File: config.mk
export PLATFORM = sky130hd
export DESIGN_NAME = ahb_tick_scheduler
export DESIGN_NICKNAME = d
export VERILOG_FILES = /design/src/rtl/ahb_tick_scheduler.sv
export SDC_FILE = /design/constraint.sdc
export NUM_CORES = 1
export LEC_CHECK = 0
export CAP_MARGIN = 20
export CORE_ASPECT_RATIO = 1.2
export CORE_MARGIN = 2
export CORE_UTILIZATION = 55
export DETAILED_ROUTE_END_ITERATION = 10
export PLACE_DENSITY = 0.89
export SLEW_MARGIN = 20
export SYNTH_ARGS = -nofsm -noshare
export SYNTH_HDL_FRONTEND = slang
export SYNTH_SLANG_ARGS = --single-unit
File: constraint.sdc
create_clock -name s_clk_i -period 8.1 [get_ports s_clk_i]
set_input_delay 1.62 -clock s_clk_i [delete_from_list [all_inputs] [get_ports s_clk_i]]
set_output_delay 1.62 -clock s_clk_i [all_outputs]
set_load 0.01 [all_outputs]
File: src/rtl/ahb_tick_scheduler.sv
// ahb_tick_scheduler
// AHB3-Lite master that re-arms an ACLINT MTIMER as a periodic tick source.
// On timeout it reads MTIMECMP (lo, hi), adds the programmed period and
// writes the 64-bit result back (lo, hi), then emits a one-cycle tick.
// Optional feature macro: AHB_TICK_SCHED_PARITY_EN enables m_hparity_o
// generation; when undefined m_hparity_o is tied to zero.
module ahb_tick_scheduler #(
  parameter logic [31:0] TIMER_BASE = 32'h0
) (
  input  logic        s_clk_i,
  input  logic        s_resetn_i,
  input  logic        enable_i,
  input  logic [31:0] period_i,
  input  logic        err_clr_i,
  input  logic        timeout_i,
  output logic [31:0] m_haddr_o,
  output logic [31:0] m_hwdata_o,
  output logic [2:0]  m_hburst_o,
  output logic        m_hmastlock_o,
  output logic [3:0]  m_hprot_o,
  output logic [2:0]  m_hsize_o,
  output logic [1:0]  m_htrans_o,
  output logic        m_hwrite_o,
  output logic [5:0]  m_hparity_o,
  input  logic [31:0] m_hrdata_i,
  input  logic        m_hready_i,
  input  logic        m_hresp_i,
  output logic        tick_o,
  output logic [31:0] tick_cnt_o,
  output logic        busy_o,
  output logic        err_o
);

  localparam logic [31:0] ADDR_LO      = TIMER_BASE + 32'd8;
  localparam logic [31:0] ADDR_HI      = TIMER_BASE + 32'd12;
  localparam logic [1:0]  HTRANS_IDLE  = 2'b00;
  localparam logic [1:0]  HTRANS_NSEQ  = 2'b10;
  localparam logic [2:0]  HBURST_SINGLE = 3'b000;
  localparam logic [2:0]  HSIZE_WORD   = 3'b010;
  localparam logic [3:0]  HPROT_DATA   = 4'b0011;

  typedef enum logic [2:0] {
    S_IDLE = 3'd0,
    S_RLO  = 3'd1,
    S_RHI  = 3'd2,
    S_WLO  = 3'd3,
    S_WHI  = 3'd4,
    S_WDAT = 3'd5,
    S_DONE = 3'd6,
    S_ERR  = 3'd7
  } state_e;

  state_e       state_q, state_d;
  logic         err_q, err_d;
  logic [31:0]  tick_cnt_q, tick_cnt_d;
  logic [31:0]  period_q, period_d;
  logic [31:0]  lo_q, lo_d;
  logic [63:0]  sum_q, sum_d;

  logic         data_phase;
  logic         bus_err;

  // A period of zero would never advance MTIMECMP; saturate it to one tick.
  function automatic logic [31:0] clamp_period(input logic [31:0] p);
    return (p == 32'd0) ? 32'd1 : p;
  endfunction

  // 64-bit compare value plus zero-extended period, wrapping modulo 2^64.
  function automatic logic [63:0] add_period(input logic [31:0] hi,
                                             input logic [31:0] lo,
                                             input logic [31:0] p);
    return {hi, lo} + {32'd0, p};
  endfunction

  // Byte-wise even parity of a 32-bit address, byte n in bit n.
  function automatic logic [3:0] addr_parity(input logic [31:0] a);
    return {^a[31:24], ^a[23:16], ^a[15:8], ^a[7:0]};
  endfunction

  // States that carry the data phase of one of our own transfers.
  assign data_phase = (state_q == S_RHI) || (state_q == S_WLO) ||
                      (state_q == S_WHI) || (state_q == S_WDAT);

  // First cycle of a two-cycle AHB error response.
  assign bus_err = data_phase && m_hresp_i && !m_hready_i;

  assign m_hburst_o    = HBURST_SINGLE;
  assign m_hmastlock_o = 1'b0;
  assign m_hprot_o     = HPROT_DATA;
  assign m_hsize_o     = HSIZE_WORD;

  assign tick_o     = (state_q == S_DONE);
  assign tick_cnt_o = tick_cnt_q;
  assign busy_o     = (state_q != S_IDLE);
  assign err_o      = err_q;

  // Address/control from state; htrans is cancelled in the error cycle so no
  // further transfer follows a failing one.
  always_comb begin
    m_htrans_o = HTRANS_IDLE;
    m_haddr_o  = ADDR_LO;
    m_hwrite_o = 1'b0;
    unique case (state_q)
      S_RLO: begin
        m_htrans_o = HTRANS_NSEQ;
        m_haddr_o  = ADDR_LO;
        m_hwrite_o = 1'b0;
      end
      S_RHI: begin
        m_htrans_o = HTRANS_NSEQ;
        m_haddr_o  = ADDR_HI;
        m_hwrite_o = 1'b0;
      end
      S_WLO: begin
        m_htrans_o = HTRANS_NSEQ;
        m_haddr_o  = ADDR_LO;
        m_hwrite_o = 1'b1;
      end
      S_WHI: begin
        m_htrans_o = HTRANS_NSEQ;
        m_haddr_o  = ADDR_HI;
        m_hwrite_o = 1'b1;
      end
      default: begin
        m_htrans_o = HTRANS_IDLE;
        m_haddr_o  = ADDR_LO;
        m_hwrite_o = 1'b0;
      end
    endcase
    if (bus_err) begin
      m_htrans_o = HTRANS_IDLE;
    end
  end

  // Write data follows the write address phases by one cycle and is held
  // from registered state, so it stays stable across wait states.
  always_comb begin
    m_hwdata_o = 32'd0;
    if (state_q == S_WHI) begin
      m_hwdata_o = sum_q[31:0];
    end else if (state_q == S_WDAT) begin
      m_hwdata_o = sum_q[63:32];
    end
  end

`ifdef AHB_TICK_SCHED_PARITY_EN
  // Parity over address and control as driven on the bus this cycle.
  always_comb begin
    m_hparity_o[3:0] = addr_parity(m_haddr_o);
    m_hparity_o[4]   = (^m_hsize_o) ^ (^m_hburst_o) ^ (^m_hprot_o) ^
                       m_hwrite_o ^ m_hmastlock_o;
    m_hparity_o[5]   = ^m_htrans_o;
  end
`else
  // Parity generation disabled in this build.
  always_comb begin
    m_hparity_o = 6'b0;
    if (1'b0) begin
      m_hparity_o[3:0] = addr_parity(m_haddr_o);
    end
  end
`endif

  // Sequencer next state, captured data and counters.
  always_comb begin
    state_d    = state_q;
    err_d      = err_q;
    tick_cnt_d = tick_cnt_q;
    period_d   = period_q;
    lo_d       = lo_q;
    sum_d      = sum_q;

    if (err_clr_i) begin
      err_d = 1'b0;
    end

    unique case (state_q)
      S_IDLE: begin
        if (enable_i && timeout_i && !err_q) begin
          state_d  = S_RLO;
          period_d = clamp_period(period_i);
        end
      end
      S_RLO: begin
        if (m_hready_i) begin
          state_d = S_RHI;
        end
      end
      S_RHI: begin
        if (bus_err) begin
          state_d = S_ERR;
        end else if (m_hready_i) begin
          state_d = S_WLO;
          lo_d    = m_hrdata_i;
        end
      end
      S_WLO: begin
        if (bus_err) begin
          state_d = S_ERR;
        end else if (m_hready_i) begin
          state_d = S_WHI;
          sum_d   = add_period(m_hrdata_i, lo_q, period_q);
        end
      end
      S_WHI: begin
        if (bus_err) begin
          state_d = S_ERR;
        end else if (m_hready_i) begin
          state_d = S_WDAT;
        end
      end
      S_WDAT: begin
        if (bus_err) begin
          state_d = S_ERR;
        end else if (m_hready_i) begin
          state_d = S_DONE;
        end
      end
      S_DONE: begin
        state_d    = S_IDLE;
        tick_cnt_d = tick_cnt_q + 32'd1;
      end
      S_ERR: begin
        state_d = S_IDLE;
      end
      default: begin
        state_d = S_IDLE;
      end
    endcase

    // A new error wins over a simultaneous clear.
    if (bus_err) begin
      err_d = 1'b1;
    end
  end

  // Control state with synchronous active-low reset.
  always_ff @(posedge s_clk_i) begin
    if (!s_resetn_i) begin
      state_q    <= S_IDLE;
      err_q      <= 1'b0;
      tick_cnt_q <= 32'd0;
    end else begin
      state_q    <= state_d;
      err_q      <= err_d;
      tick_cnt_q <= tick_cnt_d;
    end
  end

  // Datapath registers; only ever consumed after being loaded by a sequence.
  always_ff @(posedge s_clk_i) begin
    period_q <= period_d;
    lo_q     <= lo_d;
    sum_q    <= sum_d;
  end

endmodule

==> After elaboration in Yosys (flattened, before gate mapping) <==
Cells that the tools add are included.
{ "classes": {"add_sub_neg": 2, "eq_ne": 13, "n_mux": 19, "bitwise": 1, "reduce_logical": 21} }
{ "ops": {"columns": ["cell", "count"], "rows": [
  ["$add A64 B32 Y64", 1],
  ["$mux W32", 2],
  ["$mux W3", 11],
  ["$add A32 B1 Y32 const B", 1],
  ["$logic_not A32 Y1", 1],
  ["$pmux W3 S7", 1],
  ["$eq A3 B3 Y1 const B", 4],
  ["$ne A3 B3 Y1 const B", 4],
  ["$eq A3 B2 Y1 const B", 2],
  ["$reduce_and A3 Y1", 2],
  ["$reduce_and A6 Y1", 1],
  ["$reduce_or A2 Y1", 3],
  ["$logic_and A1 B1 Y1", 4],
  ["$mux W2", 2],
  ["$ne A2 B2 Y1 const B", 2],
  ["$reduce_or A4 Y1", 1],
  ["$eq A3 B1 Y1 const B", 1],
  ["$logic_not A3 Y1", 1],
  ["$logic_or A1 B1 Y1", 3],
  ["$mux W1", 3],
  ["$reduce_bool A3 Y1", 1],
  ["$logic_not A1 Y1", 2],
  ["$reduce_and A2 Y1", 1],
  ["$reduce_bool A2 Y1", 1],
  ["$not A1 Y1", 1]
]} }
{ "word_totals": {"register_bits": 164, "in_bits": 71, "out_inout_bits": 119, "wordCells": 62} }

==> Longest topological paths before layout <==
{ "logic_depth": {"word_depth": 8, "ltp_mapped": 11, "ltp_nobuf": 11} }

==> Worst setup path before layout <==
OpenSTA, ideal clock, no wires.
{ "synth_timing": {"kind": "input-to-reg", "start": "input m_hready_i", "end": "register sum_q[0] (enable)", "setup_time_ns": 0.486, "arrival_time_ns": 4.388, "required_ns": 7.614, "path_slack_ns": 3.225, "stages": 2, "path_buffers": 0, "path_cell_list": "nand2_1 nor2_1"} }
{ "synth_via": {"elab_chain_cells": 4} }
{ "synth_lines": {"columns": ["item", "line_no", "source"], "rows": [
  ["start, declared", "26", "input logic m_hready_i,"],
  ["$logic_not A1 Y1", "85", "assign bus_err = data_phase && m_hresp_i && !m_hready_i;"],
  ["$logic_and A1 B1 Y1", "85", null],
  ["$not A1 Y1 (no source line)", null, null],
  ["$reduce_and A3 Y1 (no source line) *", null, null],
  ["end signal, assigned", "254", "sum_q <= sum_d;"],
  ["end, declared", "58", "logic [63:0] sum_q, sum_d;"]
]} }
Mark *: on every way between the ends. The rest lies on a longest branch, timed or not.
A chain may end at the register's enable or synchronous reset.

==> Final worst setup path <==
{ "layout_timing": {"start": "input m_hready_i", "end": "output m_htrans_o[1]"} }
{ "layout_via": {"elab_chain_cells": 3} }
{ "layout_lines": {"columns": ["item", "line_no", "source"], "rows": [
  ["$logic_not A1 Y1", "85", null],
  ["$logic_and A1 B1 Y1", "85", null],
  ["$mux W2", "130", "if (bus_err) begin"],
  ["end, declared", "22", "output logic [1:0] m_htrans_o,"]
]} }
Every way passes these cells.

==> metrics.csv <==
metric,value,unit
layout_commonest_cell,clkdlybuf4s50_1,
drive_above_1_share,4.649,%
antenna_found_initial,0,
grt_overflow,0,
drt-total-wl,20300,µm
cpPeakStageDelay,0.59,ns
ys_seq_area_share,51.97,%
insertion_delay,0.44,ns
leakagePower,0.003879,µW
avgSynthCellArea,10.88,µm²
cts_tree,built,
hold_viol,0,
worst_slew_pin_slew,1.027,ns
cts_resized,0,
async_flop_share,0,%
synth_cell_type_count,55,
regToRegSetupSlack,4.42,ns
crit_buf_inv,2,
fillers,1132,
ys_seq_elements,164,
wl_per_cell,17.92,µm
coreArea,0.01564,mm²
final.setup.tns,0,ns
path_cells,clkdlybuf4s50_1 -> nor2b_1 -> nand2_1 -> o21ai_0 -> o21ai_0 -> clkdlybuf4s50_1,
crit_slowest_cell,clkdlybuf4s50_1,
reg2regPathDepth,11,
antenna_cells,0,
internal_power,1524,µW
clockBufferDepth,2,
num_vias,6391,
ctsHoldBuffers,0,
layout_common_cells,"clkdlybuf4s50_1 (140), edfxtp_1 (128), nand2_1 (60)",
fp.dieH,142.4,µm
ant_nets,0,
syn_area,0.008783,mm²
gp_congestion,0.9180,
dp_hpwl,14410,µm
rsz0062_at_grt,no,
holdPathStages,2,
p_seq_share,47.3,%
finalNetCount,1017,
skew,0.008110,ns
arrival,3.32,ns
grt_max_degree,65,
setup_ws,3.158,ns
worstHoldPathType,reg -> reg,
cts-buffers-inserted,17,
min_period,4.942,ns
dr.pass1.iters,7,
fin_crit_sh,61.01,%
grt_pass1_wl,31950,µm
min_from,tick_cnt_o[6],
fmax,0.2024,GHz
dp_slack,3.166,ns
switching_power,478.7,µW
status,"finished, final reports clean",
swShare,23.91,%
instances_no_fill,1133,
clkPwrFrac,40.9,%
power_density,187.5,mW/mm²
first_global_vias,6311,
critPathLaunch,m_hready_i,
placed_cells,1101,
crit_path_start_kind,input port,
die_width,119.4,µm
synthToLayoutAreaGrowth,21.57,%
endpoint_kind,output port,
path_clk_slew,0.06,ns
synth_edf_count,128,
grt_use_total,24.49,%
cts-root-buf,clkbuf_16,
fin_util,68.27,%
crit_required,6.48,ns
place.port_buffers,140,
setup_viol,0,
peakVddDrop,0.0001547,V
rr_endpoint,sum_q[28],
synth_cells,807,
start_util,56.16,%
slew_violations,0,
viasPerCell,5.641,
crit_family,buffers and inverters,
synth_warnings,0,
drtIter0Drc,591,
cts_setup_buffers,0,
drc,0,
synthFlopType,edfxtp_1,
max_cap_viol_count,0,
rows,50,
clock-sinks,164,
cp_max_fo,7,
timing_worst_setup_path_type,in -> out,
p_comb_share,11.8,%
dieArea,0.01700,mm²
pin_count,190,
min_to,tick_cnt_o[6],
relSlewSlack,31.33,%
worstReg2RegStart,period_q[0],
htreeDepth,4,
[area by class of cell]
type                            instances  area [µm²]  area share [%]
Clock buffer                           20       436.7           4.090
Clock inverter                         12       156.4           1.465
Inverter                               15       56.30          0.5273
Multi-Input combinational cell        569        3765           35.26
Sequential cell                       164        4564           42.75
Tap cell                              208       260.3           2.437
Timing Repair Buffer                  145        1439           13.48
[cells by family (layout without fill, tap and decap cells)]
group	Yosys count	after routing	synth area share, %
AOI/OAI and AO/OA	154	154	12.24
xor gates and xnor gates	87	87	8.675
adders and majority gates	34	34	4.929
buffers and inverters	121	192	7.407
DFF	164	164	51.97
muxes	1	1	0.1140
other	2	49	0.08550
and+or+nand+nor	244	244	14.59
[flip-flops by register name (all words and copies together) (netlist names)]
name / count
lo_q: 32
sum_q: 64
err_o: 1
tick_cnt_o: 32
state_q: 3
period_q: 32
[how the worst max path moves through the flow]
stage                                to  slack (ns)  cells past startpoint
after floorplan                sum_q[0]        3.23                      2
after global placement    m_htrans_o[1]        3.16                      6
after detailed placement  m_htrans_o[1]        3.17                      6
after CTS                 m_htrans_o[1]        3.14                      6
after global routing      m_htrans_o[1]        2.98                      6
final                     m_htrans_o[1]        3.16                      6
[worst min-delay path, delay by kind of cell (launching register included)]
family	cells	cell delay, ns
DFF	1	0.32
AOI/OAI and AO/OA	2	0.14
[cell usage after synthesis, types with 5 or more instances]
master,n,area share [%]
ha_1,33,4.7
and2_1,31,2.2
inv_1,15,0.64
a21oi_1,42,2.4
a21boi_0,8,0.68
xnor2_1,57,5.7
buf_4,50,4.3
a21o_1,7,0.60
a22o_1,33,3.3
nor2_1,40,1.7
o21bai_1,8,0.68
edfxtp_1,128,44
nand4_1,14,1.0
nor3_1,10,0.57
buf_2,7,0.40
or3_1,7,0.50
clkbuf_1,49,2.1
nor2b_1,10,0.71
xor2_1,30,3.0
o21ai_0,25,1.4
and3_1,24,1.7
dfxtp_1,36,8.2
nor4_1,9,0.64
nand3_1,23,1.3
nand2_1,60,2.6
o21a_1,5,0.43
[power groups by stage]
stage	Sequential, µW	Combinational [µW]	Clock, µW
after floorplan	959	161	0
after global placement	963	225	0
after detailed placement	964	231	0
after CTS	946	234	826
after global routing	947	258	861
final	946	236	819
[through the flow]
step,instance area (µm²),total power (µW),hold WS [ns]
after floorplan,8960,1120,0.5128
after global placement,10080,1189,0.4894
after detailed placement,10080,1195,0.5081
after CTS,10680,2006,0.5182
after global routing,10680,2066,0.5418
final,10680,2002,0.5155
[routing by layer]
metal	GRT usage, %	wire length [µm]	part of all wire, %	vias up
met5	0	0	0	-
met4	10.40	578	2.8	0
met3	5.649	1376	6.8	47
met2	43.95	10510	52	278
met1	28.08	7842	39	3060
li1	-	-	-	3006
Power figures use the tool's default switching activity.
==> edit (same settings) <==
Put one more register stage on the output `tick_cnt_o`, with the module's reset. The value now appears one clock later. The other outputs are not delayed to match.
--- a/src/rtl/ahb_tick_scheduler.sv
+++ b/src/rtl/ahb_tick_scheduler.sv
@@ -91,5 +91,11 @@
 
   assign tick_o     = (state_q == S_DONE);
-  assign tick_cnt_o = tick_cnt_q;
+  always_ff @(posedge s_clk_i) begin
+    if (!s_resetn_i) begin
+      tick_cnt_o <= '0;
+    end else begin
+      tick_cnt_o <= tick_cnt_q;
+    end
+  end
   assign busy_o     = (state_q != S_IDLE);
   assign err_o      = err_q;
Function: changed (Yosys sat finds a counterexample within 10 cycles, from zero or initial values and one cycle with s_resetn_i low).
==> edit against the unedited design <==
- wire length increased by 5.5%
- die area increased by 8.6%
- largest cell class unchanged
- cell area grew 7.2%
- via count grew 7.2%
- hold slack got worse by 0.022 ns
- power increased by 7.2%
- register-to-register slack improved by 0.07 ns
- critical endpoint unchanged
- sequential cell count is 32 higher
- critical path depth is the same
- area after synthesis rose by 8.9%
- maximum frequency up 2.7%
- worst setup slack improved by 0.13 ns
==> edit: results (changes against the unedited design) <==
synth_compound_area_frac: 0.113  # -0.00936
synthArstFlopShare: 0  # unchanged
largest_register_ffs: 64  # unchanged
ant_nets: 0  # unchanged
drtIter0Drc: 659  # +12%
synth_edf_count: 128  # unchanged
ir_drop_v: 0.000148  # -4.6%
clkSlewWorstSetupHoldPaths_ns: 0.07
grt_max_degree: 69  # +6.2%
clock_latency_ns: 0.44  # about the same
grt_pass1_wl_microns: 34000  # +6.5%
cts_max_level: 4  # unchanged
gp_congestion: 0.918  # about the same
critPathArrivalTime_ns: 3.19  # -0.13 ns
portBuffers: 140  # unchanged
slowest_stage: "clkdlybuf4s50_1"
antenna_cells: 0  # unchanged
synth-xor-area-share: 0.0806  # -0.00619
hold_buffers: 0  # unchanged
clockBufferDepth: 2  # unchanged
critical_path.top_delay_family: "buffers and inverters"
gr-usage-all-layers: 0.234  # -0.0112
final_nets: 1066  # +4.8%
dpl.hpwl_microns: 15500  # +7.8%
synth_cell_types: 54  # -1.8%
dr.pass1.iters: 5  # -2
clock-root-buffer: "clkbuf_16"
antenna_found_initial: 0  # unchanged
synth_top_flop_cell: "edfxtp_1"
layout-drive-gt1-share: 0.0493  # +0.00279
outcome: "complete, no violations"
p_leak_nw: 4.17  # +7.5%
synth_top_cells_by_count: "edfxtp_1 (128), dfxtp_1 (68), and2_1 (67), xnor2_1 (59)"
worstMarginPinSlew_ns: 1.12  # +0.0947 ns
grt_pass1_vias: 6707  # +6.3%
numCtsBuffers: 17  # unchanged
regMostFlops: "sum_q"
place_area_sq_um: 10900  # +7.9%
fin_skew_ns: 0.0138  # +0.00566 ns
synthAdderAreaFrac: 0.0453  # -0.00404
cts_setup_buffers: 0  # unchanged
drt-wirelength-per-cell_microns: 18.0  # +0.45%
yosysWarnings: 0  # unchanged
vias: 6848  # +7.2%
cpPeakStageDelay_ns: 0.58
hold_class: "reg -> reg"
synth.mux.area_fraction: 0.00105  # -0.0000933
cp_max_fo: 7  # unchanged
p_sw_mw: 0.534  # +12%
yosysSeqAreaShare: 0.544  # +0.0244
ctsResizeCount: 0  # unchanged
synthTopCellsByArea: "edfxtp_1 (40%), dfxtp_1 (14%), xnor2_1 (5.4%), and2_1 (4.4%), ha_1 (4.3%)"
-- edit: cell types whose count changed in the layout (fill, tap and decap cells not counted), sizes merged, moves of 4 or more --
| cell | unedited run | this run |
|---|---|---|
| and2 | 31 | 67 |
| nor2 | 40 | 20 |
| nor2b | 10 | 6 |
| and3 | 24 | 18 |
| dfxtp | 36 | 68 |
| nand2 | 60 | 54 |
| a21oi | 42 | 47 |
| nand4 | 14 | 26 |
-- edit: worst register-to-register path: cells and delay by family (launching register included) --
kind | cells | cell delay [ns]
AOI/OAI and AO/OA | 5 | 1.92
and+or+nand+nor | 2 | 0.45
adders and majority gates | 1 | 0.40
DFF | 1 | 0.38
xor gates and xnor gates | 1 | 0.21
-- edit: path summary, 6_finish.rpt --
kind / startpoint / cells past startpoint / slack (ns) / to
worst max-delay path: m_hready_i / 6 / 3.29 / m_htrans_o[1]
worst min-delay path: tick_cnt_q[15] / 1 / 0.49 / tick_cnt_o[15]
worst max register to register: period_q[4] / 9 / 4.49 / sum_q[63]
worst min register to register: tick_cnt_q[15] / 1 / 0.49 / tick_cnt_o[15]
-- edit: final cells by class --
| class | count | area, sq um |
|---|---|---|
| clock buffers | 17 | 425 |
| clock inverters | 15 | 135 |
| fillers | 1210 | 5540 |
| inverters | 10 | 37.5 |
| multi-input cells | 590 | 3930 |
| flip-flops and latches | 196 | 5200 |
| well taps | 216 | 270 |
| repair buffers | 146 | 1450 |
-- edit: kinds of logic (layout without fill, tap and decap cells) --
kind of cell    count (synthesis)  count (layout)
mux                             1               1
fa+ha+maj                      34              34
xor+xnor                       88              88
compound gates                157             157
buf+inv                       118             188
simple gates                  261             261
flops                         196             196
other cells                     2              49
-- edit: per-stage QoR --
stage                util  std cells  worst slack (ns)
global route        0.674       1190              3.18
finish              0.674       1190              3.29
detailed placement  0.641       1158              3.29
CTS                 0.674       1190              3.29
global placement    0.641       1158              3.31
floorplan               -        904              3.23
-- edit: power groups by stage --
stage,Combinational (mW),Sequential (mW),Clock [mW]
floorplan,0.160,1.12,0
finish,0.239,1.10,0.804
detailed placement,0.233,1.13,0
CTS,0.236,1.10,0.813
global route,0.258,1.10,0.859
global placement,0.226,1.12,0
-- edit: metal layers --
| layer | wire (microns) | part of all wire | GRT usage |
|---|---|---|---|
| met2 | 11300 | 0.53 | 0.422 |
| met5 | 0 | 0 | 0 |
| met3 | 1330 | 0.062 | 0.0457 |
| met1 | 7970 | 0.37 | 0.267 |
| met4 | 774 | 0.036 | 0.113 |
